$ cat src/rtl/neuron_pkg.sv
// Shared fixed-point types and detector state encoding for the neuron core.
package neuron_pkg;

  localparam int INT_W = 3;
  localparam int FRC_W = 12;
  localparam int W     = 1 + INT_W + FRC_W;

  typedef logic signed [W-1:0] q3_12_t;

  typedef enum logic [1:0] {
    ARMED,
    REFRACT,
    WAIT_REARM
  } det_state_t;

  localparam q3_12_t Q_ONE = q3_12_t'(1 << FRC_W);

endpackage

$ cat src/rtl/spike_fifo.sv
// Small synchronous fall-through FIFO for spike timestamps; a pop frees a slot
// for a push in the same cycle even when full.
module spike_fifo #(
  parameter int DATA_W = 16,
  parameter int DEPTH  = 4
) (
  input  logic              clk,
  input  logic              rst,
  input  logic              push,
  input  logic [DATA_W-1:0] data_in,
  output logic              full,
  input  logic              pop,
  output logic [DATA_W-1:0] data_out,
  output logic              empty
);

  localparam int AW = $clog2(DEPTH);

  logic [DATA_W-1:0] mem [DEPTH];
  logic [AW:0]       wr_ptr;
  logic [AW:0]       rd_ptr;
  logic              do_push;
  logic              do_pop;

  assign empty    = (wr_ptr == rd_ptr);
  assign full     = (wr_ptr[AW] != rd_ptr[AW]) && (wr_ptr[AW-1:0] == rd_ptr[AW-1:0]);
  assign do_pop   = pop && !empty;
  assign do_push  = push && (!full || do_pop);
  assign data_out = empty ? '0 : mem[rd_ptr[AW-1:0]];

  always_ff @(posedge clk) begin
    if (rst) begin
      wr_ptr <= '0;
      rd_ptr <= '0;
    end else begin
      if (do_push) wr_ptr <= wr_ptr + 1'b1;
      if (do_pop)  rd_ptr <= rd_ptr + 1'b1;
    end
  end

  // Storage needs no reset: empty gates the output until a slot is written.
  always_ff @(posedge clk) begin
    if (do_push) mem[wr_ptr[AW-1:0]] <= data_in;
  end

endmodule

$ cat src/rtl/spike_detector.sv
// Threshold-crossing spike detector with refractory window, re-arm hysteresis
// and a timestamped event FIFO.
module spike_detector #(
  parameter int                    W       = 16,
  parameter logic signed [W-1:0]   V_TH    = 16'sd2048,
  parameter logic signed [W-1:0]   V_REARM = -16'sd1024,
  parameter int                    REFRACT = 32,
  parameter int                    TS_W    = 16,
  parameter int                    DEPTH   = 4
) (
  input  logic                clk,
  input  logic                rst,
  input  logic signed [W-1:0] v_in,
  input  logic                v_valid,
  output logic                spike,
  output logic                evt_valid,
  input  logic                evt_ready,
  output logic [TS_W-1:0]     evt_ts,
  output logic                overflow,
  output logic                armed
);

  import neuron_pkg::*;

  localparam int RC_W = $clog2(REFRACT + 1);

  det_state_t          state, state_n;
  logic [RC_W-1:0]     rcnt, rcnt_n;
  logic [TS_W-1:0]     ts;
  logic signed [W-1:0] v_prev;
  logic                prev_vld;
  logic                crossing;
  logic                fire;
  logic                fifo_full;
  logic                fifo_empty;
  logic                pop;

  assign crossing  = prev_vld && (v_prev < V_TH) && (v_in >= V_TH);
  assign evt_valid = !fifo_empty;
  assign pop       = evt_valid && evt_ready;
  assign armed     = (state == ARMED);

  // The REFRACT parameter shadows the imported state name, hence the scoped reference.
  always_comb begin
    state_n = state;
    rcnt_n  = rcnt;
    fire    = 1'b0;
    if (v_valid) begin
      unique case (state)
        ARMED: begin
          if (crossing) begin
            fire    = 1'b1;
            state_n = neuron_pkg::REFRACT;
            rcnt_n  = RC_W'(REFRACT - 1);
          end
        end
        neuron_pkg::REFRACT: begin
          if (rcnt != '0)
            rcnt_n = rcnt - 1'b1;
          else if (v_in < V_REARM)
            state_n = ARMED;
          else
            state_n = WAIT_REARM;
        end
        WAIT_REARM: begin
          if (v_in < V_REARM) state_n = ARMED;
        end
        default: state_n = ARMED;
      endcase
    end
  end

  always_ff @(posedge clk) begin
    if (rst) begin
      state    <= ARMED;
      rcnt     <= '0;
      ts       <= '0;
      v_prev   <= '0;
      prev_vld <= 1'b0;
      spike    <= 1'b0;
      overflow <= 1'b0;
    end else begin
      state <= state_n;
      rcnt  <= rcnt_n;
      spike <= fire;
      if (fire && fifo_full && !pop) overflow <= 1'b1;
      if (v_valid) begin
        ts       <= ts + 1'b1;
        v_prev   <= v_in;
        prev_vld <= 1'b1;
      end
    end
  end

  spike_fifo #(
    .DATA_W (TS_W),
    .DEPTH  (DEPTH)
  ) u_fifo (
    .clk      (clk),
    .rst      (rst),
    .push     (fire),
    .data_in  (ts),
    .full     (fifo_full),
    .pop      (pop),
    .data_out (evt_ts),
    .empty    (fifo_empty)
  );

endmodule

$ cat config.mk
export PLATFORM = sky130hd
export DESIGN_NAME = spike_detector
export DESIGN_NICKNAME = d
export VERILOG_FILES = /design/src/rtl/neuron_pkg.sv /design/src/rtl/spike_fifo.sv /design/src/rtl/spike_detector.sv
export SDC_FILE = /design/constraint.sdc
export NUM_CORES = 1
export LEC_CHECK = 0
export BUFFER_PORTS_ARGS = -buffer_cell sky130_fd_sc_hd__buf_2
export CAP_MARGIN = 20
export CORE_MARGIN = 8
export CORE_UTILIZATION = 44
export CTS_BUF_LIST = sky130_fd_sc_hd__clkbuf_4
export CTS_CLUSTER_SIZE = 28
export DETAILED_ROUTE_END_ITERATION = 8
export PLACE_DENSITY = 0.62
export SLEW_MARGIN = 10
export SYNTH_ARGS = -nofsm -noshare
export SYNTH_HDL_FRONTEND = slang
export SYNTH_SLANG_ARGS = --single-unit
$ cat constraint.sdc
create_clock -name clk -period 4 [get_ports clk]
set_input_delay 0 -clock clk [delete_from_list [all_inputs] [get_ports clk]]
set_output_delay 0 -clock clk [all_outputs]
set_load 0.02 [all_outputs]
==> results.md, run 1 <==
- Status: finished, final reports clean
- CP max FO: 17
- Post-synth ARST share: 0%
- Worst r2r src: v_prev[11]
- Worst min path class: in -> reg
- CTS tree: built
- Root Driver: clkbuf_4
- Leak pwr: 1.70 nW
- Worst-case reg-to-reg path depth: 4
- Worst Setup End Kind: register
- Crit path capture: u_fifo.mem[3][10]
- Maxcap violations: 0
- Crit Path Category: reg -> reg
- Clock Sinks: 104
- Initial Util: 44.6%
- Post-synthesis cell type count: 43
- Placeable Area: 0.00959 mm²
- Reg2reg setup slack: 1.39 ns
- Wirelength, routed: 7210 µm
- Post-CTS Setup Inserts: 0
- Post-synth EDFFs: 64
- Top post-synthesis cells by count: edfxtp_1, dfxtp_1, nor2_1, and2_1, mux4_2
- DP Area: 0.00454 mm²
- CTS clk-pin slew, worst paths: 0.15 ns
- Finish-stage setup viols: 0
- Finished Cell Area: 0.00481 mm²
- Max frequency: 383 MHz
- Top FF cell, synth: edfxtp_1
- CP required: 4.08 ns
- Max Buffers Root-to-Sink: 2
- Via count: 2388
- Worst slew margin: 41.9%
- Dpl cells: 453
- WHS: 0.0637 ns
- Global-route wire length before repair: 12100 µm
- GRT overflow: 0
- Initial DRC Count: 83
- Critical Path Start: v_prev[11]
- # H-tree levels: 3
- Synth area leader: edfxtp_1
- RePlAce Congestion: 0.781
- Initial antenna violation count: 0
- Largest net degree at the start of global routing: 41
- TritonCTS Buffers: 9
- Sum Neg Setup Slack: 0 ns
- Die height: 115 µm
- Pwr Density: 401 mW/mm²
- Mapped cell area: 0.00428 mm²
- Peak VDD IR: 0.163 mV
- Crit path time final: 2.61 ns
- Gr usage total: 11.9%
- CP Launch Type: register
- Crit path DAT: 2.69 ns
- Seq/Total Area, Yosys: 63.6%
- Wire length per cell: 15.0 µm
- Row cnt: 36
- Total number of yosys warnings: 0
- Resized cells post-CTS: 0
- I/O Pins: 40
- HPWL after DPL: 4680 µm
- 1st-pass router iterations: 4
- Die area: 0.0131 mm²
- Most common cell in the synthesized netlist: edfxtp_1
- R2R Path End: u_fifo.mem[3][10]
- RSZ-0062 raised after global routing: no
- Cell count after synthesis: 302
- Clock latency on the worst-skew pair: 0.44 ns
- Final Cycle Share: 65.3%
- Slew Limit Fails: 0
- Clk_skew: 0.0149 ns
- Vias per std cell: 4.99
- Average cell area after synthesis: 14.2 µm²
- Final ANT Viol Nets: 0
- Vias in the first global route: 2432
- Post-Layout Cell Count: 479
- Hold Path Origin: v_in[10]
- NumNets Final: 369
- Final Hold Vio Count: 0
- Worst Tran Pin Value: 0.871 ns
- Synth Register Bits: 104
- Top-area cell type share of the netlist area: 44.9%
- Chip width: 115 µm
- Synth-to-Final Area Change: 12.4%
- Post-synthesis net count: 330
- Synth top area cells: edfxtp_1, dfxtp_1, mux4_2
- Share of cells above drive strength 1: 20.2%
- Post-CTS Hold Buffers: 9
- I/O Buffers: 29
- N_diodes: 0
- Final routed DRC violation total: 0
==> state kept, by name, indices dropped and copies added, names as in the netlist, named ones only <==
name	flops
u_fifo.wr_ptr	3
spike	1
u_fifo.mem	64
ts	16
state	2
overflow	1
v_prev	5
prev_vld	1
u_fifo.rd_ptr	3
rcnt	6
==> where the power goes <==
part | switching, mW | total [mW] | internal, mW | leakage (nW)
Combinational | 0.0784 | 0.147 | 0.0682 | 0.696
Sequential | 0.0204 | 1.17 | 1.15 | 0.913
Clock | 0.352 | 0.614 | 0.262 | 0.0905
Total | 0.451 | 1.93 | 1.48 | 1.70
==> metal layers <==
metal	wire [µm]	up-vias	global-route usage (%)
met5	0	-	0
met1	3270	1150	13.8
met4	47	0	5.06
met3	299	4	3.22
met2	3590	34	20.4
li1	-	1200	-
==> kinds of logic after synthesis <==
group | share of synthesized area, %
flops | 63.6
simple gates | 12.6
compound gates | 4.94
mux | 10.1
xor+xnor | 4.50
buf+inv | 1.87
fa+ha+maj | 2.34
==> cell usage in the layout, fill, tap and decap left out, types with 2 or more instances in the layout <==
master         count
edfxtp_1          64
dfxtp_1           40
nor2_1            33
buf_2             29
and2_1            22
mux4_2            16
xor2_1            11
xnor2_1           11
a21oi_1           10
clkbuf_4           9
dlygate4sd3_1      9
nand2_1            8
ha_1               8
nand3_1            7
mux2i_1            7
o21ai_0            6
inv_1              5
nand4_1            5
nor3_1             5
or3_1              4
and3_1             3
and4_1             2
a211oi_1           2
a311oi_1           2
o21a_1             2
bufinv_16          2
inv_6              2
==> worst min path at each step <==
| stage | to | slack, ns | cells past startpoint |
|---|---|---|---|
| 2_1_floorplan | v_prev[11] | 0.15 | 2 |
| 3_3_place_gp | v_prev[15] | 0.27 | 3 |
| 3_5_place_dp | v_prev[15] | 0.28 | 3 |
| 4_1_cts | state[1] | 0.03 | 5 |
| 5_1_grt | state[1] | 0.09 | 5 |
| 6_report | state[1] | 0.06 | 5 |
==> worst max-delay path: stages, from the launching register on <==
cell	delay, ns
dfxtp_1	0.36
nor4_4	0.34
o2111ai_1	0.33
nor2_1	0.45
and2_1	0.77
==> final cells by class <==
cell class / count / area [µm²]
repair buffers: 40 / 258
clock buffers: 9 / 67.6
clock inverters: 7 / 101
fillers: 846 / 4780
well taps: 133 / 166
multi-input cells: 181 / 1480
flip-flops and latches: 104 / 2720
inverters: 5 / 18.8
==> through the flow <==
step / total power, mW / setup slack (ns) / util [%]
after CTS: 1.94 / 1.33 / 50.0
final: 1.93 / 1.39 / 50.1
after global placement: 1.33 / 1.41 / 47.3
after detailed placement: 1.33 / 1.36 / 47.3
after global routing: 2.00 / 1.11 / 50.1
after floorplan: 1.29 / 1.73 / -
Power figures use the tool's default switching activity.
==> inputs of run 2 (changes only) <==
==> constraint.sdc (replaced) <==
create_clock -name clk -period 2.7 [get_ports clk]
set_input_delay 0 -clock clk [delete_from_list [all_inputs] [get_ports clk]]
set_output_delay 0 -clock clk [all_outputs]
set_load 0.02 [all_outputs]
==> run 2 against run 1 <==
Against the previous run: sequential share of layout area barely moved; critical path depth rose by 1; wire length rose by 1.8%; total power rose by 38%; worst hold slack got worse by 0.0028 ns; final cell count rose by 1.5%; global-route usage barely moved; fmax rose by 25%; flip-flop and latch count did not move; cell area barely moved; worst setup slack got worse by 0.77 ns; core utilization barely moved; highest routed layer unchanged.
==> results.md, run 2 (synthesis results as in run 1) <==
- Largest net degree at the start of global routing: 41 (unchanged)
- Sum Neg Setup Slack: 0 ns (unchanged)
- I/O Buffers: 29 (unchanged)
- Synth-to-Final Area Change: 12.5% (about the same)
- Clk_skew: 0.0161 ns (+0.00118 ns)
- Peak VDD IR: 0.229 mV (+41%)
- Die height: 115 µm (unchanged)
- Crit path DAT: 2.20 ns (-0.49 ns)
- Critical-path top delay cell: nor2_1
- CP max FO: 16 (-1)
- Worst min path class: in -> reg
- Crit Path Category: reg -> reg
- Initial Util: 44.6% (unchanged)
- Finish-stage setup viols: 0 (unchanged)
- GRT overflow: 0 (unchanged)
- # H-tree levels: 3 (unchanged)
- Max frequency: 480 MHz (+25%)
- Final routed DRC violation total: 0 (unchanged)
- Root Driver: clkbuf_4
- Most common cell after layout, fill and taps aside: edfxtp_1
- CP Launch Type: register
- Clock Sinks: 104 (unchanged)
- Worst slew margin: 47.7% (+5.7 points)
- Wirelength, routed: 7330 µm (+1.8%)
- Maxcap violations: 0 (unchanged)
- Placeable Area: 0.00959 mm² (unchanged)
- TritonCTS Buffers: 9 (unchanged)
- Critical path cell sequence: nor4_4, o2111ai_1, nor2_1, and2_1, buf_4
- Max Buffers Root-to-Sink: 2 (unchanged)
- Clock latency on the worst-skew pair: 0.43 ns (about the same)
- Final core occ: 50.2% (about the same)
- NumNets Final: 376 (+1.9%)
- Vias in the first global route: 2465 (+1.4%)
- Row cnt: 36 (unchanged)
- N_diodes: 0 (unchanged)
- Pwr Density: 553 mW/mm² (+38%)
- Final setup margin: 0.618 ns (-0.772 ns)
- I/O Pins: 40 (unchanged)
- Worst Tran Pin Value: 0.777 ns (-0.0942 ns)
- Clk pwr share: 26.7% (-5.2 points)
- Max incr delay on CP: 0.41 ns (-0.36 ns)
- Wire length per cell: 15.1 µm (+0.30%)
- Via count: 2461 (+3.1%)
- Slew Limit Fails: 0 (unchanged)
- Final Hold Vio Count: 0 (unchanged)
- Status: finished, final reports clean
- Reg power frac: 64.8% (+4.3 points)
- Share of cells above drive strength 1: 21.2% (+1.0 points)
- Fill cell count: 851 (+0.59%)
- Finished Cell Area: 0.00481 mm² (about the same)
- Die area: 0.0131 mm² (unchanged)
- Total power: 2.66 mW (+38%)
- Global-route wire length before repair: 12100 µm (+0.17%)
- Gr usage total: 11.9% (-0.022 points)
- Leak pwr: 1.70 nW (+0.28%)
- Initial antenna violation count: 0 (unchanged)
- Post-Layout Cell Count: 486 (+1.5%)
- Initial DRC Count: 132 (+59%)
- Comb power frac: 8.4% (+0.8 points)
- Vias per std cell: 5.06 (+1.6%)
- CTS clk-pin slew, worst paths: 0.15 ns (about the same)
- Switch Pwr: 0.662 mW (+47%)
- 1st-pass router iterations: 4 (unchanged)
- Post-Place Worst Slack: 0.652 ns (-0.707 ns)
- Chip width: 115 µm (unchanged)
- DP Area: 0.00458 mm² (+0.99%)
- Final ANT Viol Nets: 0 (unchanged)
- Sw Ratio: 24.9% (+1.5 points)
- Final Cycle Share: 77.1% (+12 points)
- Dpl cells: 459 (+1.3%)
- Worst Setup End Kind: register
- CTS tree: built
- RePlAce Congestion: 0.800 (+2.4%)
- Crit path time final: 2.08 ns (-0.528 ns)
- Max reg flops: 64 (unchanged)
- Cell Int Power: 2.00 mW (+35%)
- Commonest cells after routing, fill and taps aside: edfxtp_1, dfxtp_1, nor2_1
- Crit-path leading delay family: simple AND/OR/NAND/NOR gates
- CP required: 2.82 ns (-1.26 ns)
- Buf/Inv on CP: 1 (+1)
- HPWL after DPL: 4680 µm (about the same)
- WHS: 0.0610 ns (-0.00278 ns)
- RSZ-0062 raised after global routing: no
[run 2: cell types whose count changed in the layout (fill, tap and decap cells not counted)]
cell           delta
buf_4             +6
dlygate4sd3_1     +2
inv_8             -1
buf_8             -1
clkinvlp_4        +1
clkinv_4          +2
bufinv_16         -2
[run 2: layout make-up]
cell class,instances,area (µm²),share of cell area (%)
flip-flops and latches,104,2720,56.6
multi-input cells,181,1480,30.6
repair buffers,47,308,6.39
well taps,133,166,3.46
clock buffers,9,67.6,1.40
clock inverters,7,55.1,1.14
inverters,5,18.8,0.390
[run 2: worst register-to-register path: stages, from the launching register on]
cell	delay (ns)
dfxtp_1	0.37
nor4_4	0.31
o2111ai_1	0.22
nor2_1	0.41
and2_1	0.19
buf_4	0.27
[run 2: per-layer routing]
metal,share of wire [%],track usage (%),vias up
li1,-,-,1207
met1,47,14.5,1207
met2,48,19.6,41
met3,3.9,3.32,6
met4,0.89,4.53,0
met5,0,0,-
[run 2: power groups by stage]
stage	logic, mW	clock network [mW]	registers, mW
2_1_floorplan	0.160	0	1.75
5_1_grt	0.250	0.800	1.73
3_5_place_dp	0.214	0	1.76
3_3_place_gp	0.211	0	1.76
4_1_cts	0.229	0.748	1.72
6_report	0.225	0.711	1.72
[run 2: repair_timing]
item | in CTS | in global routing
hold buffers | 11 | 0
buffers inserted | 0 | 0
endpoints found under the hold margin | 16 | 0
resized for setup | 0 | 0
[run 2: worst paths after layout]
path,end,startpoint,cells past startpoint,slack [ns]
setup reg to reg,u_fifo.mem[0][12],v_prev[11],5,0.62
hold / removal,state[1],v_in[10],5,0.06
hold reg to reg,overflow,overflow,2,0.49
setup / recovery,u_fifo.mem[0][12],v_prev[11],5,0.62
==> inputs of run 3 (changes only) <==
--- a/config.mk
+++ b/config.mk
@@ -12,7 +12,7 @@
 export CTS_BUF_LIST = sky130_fd_sc_hd__clkbuf_4
 export CTS_CLUSTER_SIZE = 28
 export DETAILED_ROUTE_END_ITERATION = 8
-export PLACE_DENSITY = 0.62
+export PLACE_DENSITY = 0.64
 export SLEW_MARGIN = 10
 export SYNTH_ARGS = -nofsm -noshare
 export SYNTH_HDL_FRONTEND = slang
==> constraint.sdc (replaced) <==
create_clock -name clk -period 1.9 [get_ports clk]
set_input_delay 0 -clock clk [delete_from_list [all_inputs] [get_ports clk]]
set_output_delay 0 -clock clk [all_outputs]
set_load 0.02 [all_outputs]
==> run 3 against run 2 <==
Against the previous run: worst setup slack worse by 0.58 ns; count of clock-buffer cells in the layout stayed put; worst hold slack worse by 0.033 ns; via count is 2.1% higher; critical path depth is 2 higher; flip-flop and latch count stayed put; non-clock buffer count is 6 higher; critical path type unchanged; highest routed layer unchanged.
==> results.md, run 3 (synthesis results as in run 1) <==
- CTS tree: built
- NumNets Final: 383 (+1.9%)
- RSZ-0062 raised after global routing: yes
- Vias in the first global route: 2628 (+6.6%)
- Max frequency: 538 MHz (+12%)
- Peak VDD IR: 0.324 mV (+42%)
- CP max FO: 4 (-12)
- Synth-to-Final Area Change: 17.5%
- Crit path DAT: 2.17 ns (-0.03 ns)
- Commonest cells after routing, fill and taps aside: edfxtp_1, dfxtp_1, nor2_1
- Maxcap violations: 0 (unchanged)
- CTS clk-pin slew, worst paths: 0.16 ns (about the same)
- Final routed DRC violation total: 0 (unchanged)
- I/O Pins: 40 (unchanged)
- Worst slew margin: 51.3% (+3.7 points)
- Critical-path top delay cell: a2111oi_4
- Final Hold Vio Count: 0 (unchanged)
- Die height: 115 µm (unchanged)
- TritonCTS Buffers: 9 (unchanged)
- Chip width: 115 µm (unchanged)
- Clock latency on the worst-skew pair: 0.45 ns (+0.02 ns)
- Root Driver: clkbuf_4
- Placeable Area: 0.00959 mm² (unchanged)
- Area of the multi-input gates: 0.00156 mm² (+5.9%)
- Worst min path class: in -> reg
- CP most frequent cell: buf_4
- Worst Tran Pin Value: 0.730 ns (-0.0466 ns)
- Dpl cells: 467 (+1.7%)
- Crit path time final: 1.86 ns (-0.223 ns)
- Initial Util: 44.6% (unchanged)
- Worst r2r src: v_prev[14]
- Global-route wire length before repair: 12700 µm (+4.7%)
- GRT overflow: 0 (unchanged)
- Wirelength, routed: 7710 µm (+5.1%)
- Hold Path Origin: v_in[10]
- Final ANT Viol Nets: 0 (unchanged)
- Gr usage total: 12.4% (+0.49 points)
- Critical Path Start: v_prev[14]
- Post-Layout Cell Count: 493 (+1.4%)
- 1st-pass router iterations: 4 (unchanged)
- HPWL after DPL: 4830 µm (+3.1%)
- CP required: 2.21 ns (-0.61 ns)
- Vias per std cell: 5.10 (+0.62%)
- Leak pwr: 1.79 nW (+5.0%)
- Crit Path Category: reg -> reg
- Via count: 2512 (+2.1%)
- Pwr Density: 774 mW/mm² (+40%)
- CP Launch Type: register
- Max reg flops: 64 (unchanged)
- # H-tree levels: 3 (unchanged)
- Final core occ: 52.4% (+2.2 points)
- Clock Sinks: 104 (unchanged)
- Largest net degree at the start of global routing: 41 (unchanged)
- Critical path cell sequence: nor4_4, buf_4, o211ai_4, a2111oi_4, buf_4, xnor2_2, a21oi_1
- Most common cell after layout, fill and taps aside: edfxtp_1
- Row cnt: 36 (unchanged)
- Final Cycle Share: 97.9% (+21 points)
- RePlAce Congestion: 0.771 (-3.6%)
- Clk_skew: 0.0176 ns (+0.00152 ns)
- Finish-stage setup viols: 0 (unchanged)
- Share of cells above drive strength 1: 30.3% (+9.0 points)
- N_diodes: 0 (unchanged)
- Initial DRC Count: 105 (-20%)
- Max Buffers Root-to-Sink: 2 (unchanged)
- Wire length per cell: 15.6 µm (+3.6%)
- Worst Setup End Kind: register
- I/O Buffers: 29 (unchanged)
- WHS: 0.0275 ns (-0.0334 ns)
- Die area: 0.0131 mm² (unchanged)
- Slew Limit Fails: 0 (unchanged)
- Fill cell count: 825 (-3.1%)
- Sequential cell area: 0.00273 mm² (+0.41%)
- Sum Neg Setup Slack: 0 ns (unchanged)
- Total power: 3.89 mW (+46%)
- Max incr delay on CP: 0.42 ns (about the same)
- Initial antenna violation count: 0 (unchanged)
- Status: finished, final reports clean
## run 3: stage by stage
step                      cell area [µm²]  setup slack (ns)
after floorplan                      4290            0.0144
after global placement               4660            0.0820
after detailed placement             4660           -0.0445
after CTS                            4920           -0.0128
after global routing                 5030            -0.112
final                                5030            0.0407
## run 3: worst paths after layout
check                           endpoint  slack, ns  cells past startpoint
worst max-delay path             rcnt[2]       0.04                      7
worst min-delay path            state[1]       0.03                      5
worst max register to register   rcnt[2]       0.04                      7
worst min register to register  prev_vld       0.50                      2
## run 3: report_power, final
| group | internal (mW) | switching [mW] |
|---|---|---|
| clock network | 0.295 | 0.762 |
| registers | 2.41 | 0.0370 |
| logic | 0.192 | 0.193 |
## run 3: area by class of cell
type | instances | share of cell area [%]
Inverter | 5 | 0.373
Clock inverter | 7 | 1.24
Sequential cell | 104 | 54.4
Clock buffer | 9 | 1.34
Tap cell | 133 | 3.31
Timing Repair Buffer | 53 | 8.26
Multi-Input combinational cell | 182 | 31.1
## run 3: metal layers
layer	up-vias	track usage [%]	routed length, µm
met3	11	3.22	254
met1	1235	14.4	3420
met2	33	21.3	3920
li1	1233	-	-
met4	0	5.06	118
met5	-	0	0
## run 3: repair_timing
| item | 4_1_cts | 5_1_grt |
|---|---|---|
| endpoints found under the hold margin | 12 | 0 |
| setup endpoints to repair | 27 | 85 |
| hold buffers | 7 | 0 |
| gates cloned | 1 | 1 |
| setup buffers | 0 | 2 |
| resized for setup | 10 | 27 |
| pin swaps | 1 | 5 |
## run 3: worst max-delay path: cells and delay by family, from the launching register on
family                 cells  cell delay, ns
AND/OR/NAND/NOR            1            0.31
buffers and inverters      2            0.35
flip-flops                 1            0.37
XOR/XNOR                   1            0.10
AO/OA/AOI/OAI              3            0.59
